===== src/rtl/fir_qmn_mac.sv =====
// Fixed-point Qm.n FIR filter built around one time-multiplexed multiply-accumulate unit.
// Each accepted sample shifts the delay line. The block then spends NTAPS cycles
// accumulating d[k]*c[k] and one cycle rounding and saturating the result into y_out.
// Coefficients can be loaded at runtime. A write only lands while the block is idle.
//
// Ports:
//   clk        system clock, rising edge
//   rst_n      asynchronous active-low reset
//   in_valid   x_in carries a new sample
//   in_ready   block accepts a sample this cycle (idle)
//   x_in       signed Qm.n input sample
//   out_valid  one-cycle pulse, y_out holds a new result
//   y_out      signed Qm.n filtered output, held until the next result
//   coef_we    coefficient write strobe (honoured in idle only)
//   coef_addr  tap index for the write (indices >= NTAPS ignored)
//   coef_data  signed Qm.n coefficient value
module fir_qmn_mac #(
  parameter int unsigned DATA_W = 16,
  parameter int unsigned FRAC_W = 8,
  parameter int unsigned COEF_W = 16,
  parameter int unsigned NTAPS  = 8,
  localparam int unsigned AW    = $clog2(NTAPS)
) (
  input  logic                     clk,
  input  logic                     rst_n,
  input  logic                     in_valid,
  output logic                     in_ready,
  input  logic signed [DATA_W-1:0] x_in,
  output logic                     out_valid,
  output logic signed [DATA_W-1:0] y_out,
  input  logic                     coef_we,
  input  logic [AW-1:0]            coef_addr,
  input  logic signed [COEF_W-1:0] coef_data
);

  localparam int unsigned PROD_W = DATA_W + COEF_W;
  localparam int unsigned ACC_W  = PROD_W + AW;
  // Half an LSB of the output, used for round-half-up.
  localparam logic [ACC_W:0] RND = (ACC_W + 1)'(1) << (FRAC_W - 1);

  typedef enum logic [1:0] {StIdle, StMac, StOut} state_e;

  state_e state_q, state_d;

  logic signed [DATA_W-1:0] dline_q [NTAPS];
  logic signed [COEF_W-1:0] coef_q  [NTAPS];
  logic signed [ACC_W-1:0]  acc_q, acc_d;
  logic [AW-1:0]            idx_q, idx_d;

  logic                     accept;
  logic                     coef_wr;
  logic                     last_tap;
  logic [DATA_W-1:0]        d_sel;
  logic [COEF_W-1:0]        c_sel;
  logic [PROD_W-1:0]        prod;
  logic signed [ACC_W:0]    rnd_sum;
  logic signed [ACC_W:0]    rnd_shift;
  logic [ACC_W-DATA_W+1:0]  rnd_upper;
  logic signed [DATA_W-1:0] y_sat;

  assign accept   = in_valid && (state_q == StIdle);
  assign coef_wr  = coef_we && (state_q == StIdle) && (32'(coef_addr) < NTAPS);
  assign last_tap = (idx_q == AW'(NTAPS - 1));

  // State register.
  always_ff @(posedge clk or negedge rst_n) begin
    if (!rst_n) begin
      state_q <= StIdle;
    end else begin
      state_q <= state_d;
    end
  end

  // Next-state logic.
  always_comb begin
    state_d = state_q;
    unique case (state_q)
      StIdle:  if (in_valid) state_d = StMac;
      StMac:   if (last_tap) state_d = StOut;
      StOut:   state_d = StIdle;
      default: state_d = StIdle;
    endcase
  end

  // FSM outputs.
  always_comb begin
    in_ready = (state_q == StIdle);
  end

  // Multiply-accumulate. Operands are sign-extended to the product width. The low PROD_W
  // bits of the unsigned product are then the exact signed product.
  always_comb begin
    d_sel = dline_q[idx_q];
    c_sel = coef_q[idx_q];
    prod  = {{COEF_W{d_sel[DATA_W-1]}}, d_sel} * {{DATA_W{c_sel[COEF_W-1]}}, c_sel};
    acc_d = acc_q;
    idx_d = idx_q;
    if (accept) begin
      acc_d = '0;
      idx_d = '0;
    end else if (state_q == StMac) begin
      acc_d = acc_q + {{AW{prod[PROD_W-1]}}, prod};
      idx_d = idx_q + AW'(1);
    end
  end

  // Round half up, then saturate. rnd_sum has one guard bit, so adding RND cannot wrap.
  always_comb begin
    rnd_sum   = {acc_q[ACC_W-1], acc_q} + RND;
    rnd_shift = rnd_sum >>> FRAC_W;
    rnd_upper = rnd_shift[ACC_W:DATA_W-1];
    if (rnd_upper == '0 || rnd_upper == '1) begin
      y_sat = rnd_shift[DATA_W-1:0];
    end else if (rnd_shift[ACC_W]) begin
      y_sat = {1'b1, {(DATA_W - 1){1'b0}}};
    end else begin
      y_sat = {1'b0, {(DATA_W - 1){1'b1}}};
    end
  end

  // Datapath registers.
  always_ff @(posedge clk or negedge rst_n) begin
    if (!rst_n) begin
      for (int unsigned k = 0; k < NTAPS; k++) begin
        dline_q[k] <= '0;
        coef_q[k]  <= '0;
      end
      acc_q     <= '0;
      idx_q     <= '0;
      y_out     <= '0;
      out_valid <= 1'b0;
    end else begin
      acc_q     <= acc_d;
      idx_q     <= idx_d;
      out_valid <= (state_q == StOut);
      if (state_q == StOut) begin
        y_out <= y_sat;
      end
      if (accept) begin
        dline_q[0] <= x_in;
        for (int unsigned k = 1; k < NTAPS; k++) begin
          dline_q[k] <= dline_q[k-1];
        end
      end
      if (coef_wr) begin
        coef_q[coef_addr] <= coef_data;
      end
    end
  end

endmodule

===== config.mk =====
export PLATFORM = sky130hd
export DESIGN_NAME = fir_qmn_mac
export DESIGN_NICKNAME = d
export VERILOG_FILES = /design/src/rtl/fir_qmn_mac.sv
export SDC_FILE = /design/constraint.sdc
export NUM_CORES = 1
export LEC_CHECK = 0
export BUFFER_PORTS_ARGS = -buffer_cell sky130_fd_sc_hd__buf_2
export CAP_MARGIN = 30
export CORE_UTILIZATION = 60
export CTS_CLUSTER_SIZE = 28
export DETAILED_ROUTE_END_ITERATION = 12
export PLACE_DENSITY = 0.87
export SLEW_MARGIN = 40
export SYNTH_ARGS = -nofsm -noshare
export SYNTH_HDL_FRONTEND = slang
export SYNTH_SLANG_ARGS = --single-unit

===== constraint.sdc =====
create_clock -name clk -period 11.3 [get_ports clk]
set_input_delay 0.565 -clock clk [delete_from_list [all_inputs] [get_ports clk]]
set_output_delay 0.565 -clock clk [all_outputs]
set_load 0.03 [all_outputs]

==> results.md <==
- Total CTS buffers: 35
- Final Max Tran Viols: 0
- Number of global-route vias before repair: just under 20k
- Die area: approximately 43000 µm²
- Reg clk slew, reported paths: 0.06 ns
- Crit. End Element: flop
- Post-Syn Nets: 2981
- Total negative slack: 0 ns
- Gate Count Post-Synth: roughly 2.6k
- Clk_lat worst skew: between 0.5 and 0.6 ns
- Post-Syn Area: about 25000 µm²
- Antenna viol nets, final: 0
- Status: finished clean
- Residual DRC: 0
- WS Path Type: reg2reg
- DR vias/cell: approximately 6
- Critical-path top delay cell: dfrtp_4
- R2R Path End: acc_q[34]
- Die height: around 210 µm
- Synth area leaders: dfrtp_1 31%, fa_1 21%, nand2_1 8.3%
- Netlist cell types: between 60 and 70
- Dominant cell type by area after synthesis: dfrtp_1
- Std cell rows: 75
- FF+latch count, synth: between 300 and 400
- Worst Path Max Fanout: 33
- Area grow syn2layout: 8.403%
- Type of origin of the critical path: flop
- Req. time, crit path: 11.75 ns
- Seq/Total Area, Yosys: just over 30%
- Setup Skew: ~0.024 ns
- Final HPWL DP: approximately 45 mm
- Diodes inserted: 0
- Worst-case clock buffer depth: 3
- DR WL/cell: 19.74 µm
- Clock Sinks: approximately 310
- Worst hold endpoint: dline_q[124]
- Max Cap Viol: 0
- FF-to-FF path depth: 36
- Hold Path Class: in2reg
- Worst slew margin relative to its limit: approximately half
- Min cycle time layout: between 10 and 15 ns
- First-pass GRT wire length: between 100 and 150 mm
- Root Buffer: clkbuf_16
- Post-layout util: 65.88%
- Post-CTS sizing: 0
- CTS H-tree lvls: 2
- Drt pass-1 iters: 6
- Synth async-reset ratio: 100.0%
- Final Hold Viols: 0
- Reg2Reg Setup Slack: ~1.3 ns
- Port Buf Inserts: 56
- Final GP Congestion: slightly below 1
- Die width: between 200 and 250 µm
- NumNets Final: around 3.0k
- Fmax: ~0.1 GHz
- Worst Hold Depth: 3
- All-layer global routing usage: between 20% and 30%
- Setup bufs post-CTS: 0
- Final period util: 88.66%
- Slowest stage delay, CP: about 0.87 ns
- Post-synth EDFFs: 0
- Syn avg cell area: 9.962 µm²
- Io pins: 57
- Starting Density: 60.78%
- Dominant synthesized flop cell: dfrtp_1
- Initial antenna violation count: 1
- RSZ-0062 raised after global routing: false
- Final setup fails: 0
- Post-CTS Hold Buffers: 0
- Core Area: ~42000 µm²
- Reg-to-reg startpoint: idx_q[0]
- Fraction of layout cells with a size suffix above 1: around 15%
- Synth top area share: 30.72%
- Synth Warn #: 0
- CP arrival: between 10 and 15 ns
- DR iter-0 viols: 1407
- Worst Max-Slew Pin Slew: around 0.76 ns
- Largest net degree at the start of global routing: ~110
- TritonCTS clock tree: built
- Via Count: between 15k and 20k
- Grt ovf: 0
- Final WL: 62.17 mm
- Hold path startpoint: x_in[12]
## per-stage QoR
step                hold slack, ns  setup slack (ns)  instances  instance area [µm²]
floorplan                   0.2694             1.625       2559                25490
global placement            0.4523             1.376       3086                26330
detailed placement          0.4658             1.343       3086                26370
CTS                        0.07696             1.295       3146                27540
global route                0.1858            0.5614       3149                27640
finish                      0.1788             1.282       3149                27640
## cell families (layout without fill, tap and decap cells)
kind of cell / count (synthesis) / after routing / synth area share, %
flops: 313 / 313 / 30.72
fa+ha+maj: 383 / 383 / 26.54
mux: 242 / 242 / 13.38
compound gates: 229 / 229 / 5.816
buf+inv: 424 / 475 / 6.302
xor+xnor: 80 / 80 / 2.778
simple gates: 888 / 888 / 14.45
## metal layers
metal	track usage (%)	share of wire, %
met2	49.29	49
met1	39.00	41
met3	6.053	7.0
met4	11.29	3.6
met5	0	0.021
## Yosys cell counts, types with 26 or more instances
library cell and count:
nand2_1 563, inv_1 326, dfrtp_1 313, fa_1 263, nor2_1 173, mux2_2 150
ha_1 120, clkbuf_1 82, mux4_2 64, o21ai_0 60, a21oi_1 55, nand3_1 49
xnor2_1 48, xor2_1 31, mux2i_1 27, a21o_1 26
## state kept, by name, indices dropped and copies added, names as in the netlist
signal and cells:
out_valid 1, dline_q 128, idx_q 3, state_q 2
acc_q 35, y_out 16, coef_q 128
## worst max-delay path: cells and delay by family (launching register included)
kind            cells  cell delay, ns
fa+ha+maj           8            3.75
buf+inv             6            0.82
xor+xnor            2            0.26
mux                 2            0.70
simple gates        3            0.34
compound gates     15            3.13
flops               1            0.87
## layout by cell type, fill, tap and decap left out, types with 23 or more instances in the layout
cell type	instances
buf_4	25
inv_1	326
clkbuf_16	35
mux2i_1	23
mux4_2	64
fa_1	263
nand3_1	49
xnor2_1	48
mux2_2	150
a21o_1	26
nor2_1	172
dfrtp_1	310
nand2_1	556
xor2_1	31
a21oi_1	55
buf_2	55
ha_1	120
o21ai_0	60
## final cells by class
type,instances,area (µm²)
clock buffer,45,983.4
clock inverter,15,186.4
fill,2986,14310
inverter,326,1224
multi-input combinational,1822,16120
sequential,313,7844
tap,539,674.4
timing repair buffer,89,608.1
## worst max-delay path by stage
stage / startpoint / end / slack, ns / cells after the start
6_report: idx_q[0] / acc_q[34] / 1.28 / 36
2_1_floorplan: idx_q[0] / acc_q[34] / 1.62 / 37
4_1_cts: idx_q[0] / acc_q[34] / 1.29 / 36
3_3_place_gp: idx_q[1] / acc_q[34] / 1.38 / 36
3_5_place_dp: idx_q[0] / acc_q[34] / 1.34 / 36
5_1_grt: idx_q[0] / acc_q[34] / 0.56 / 36
Power is left out: the tool's default activity adds up to more than one toggle a clock period on the data nets, which glitch-free logic cannot reach.
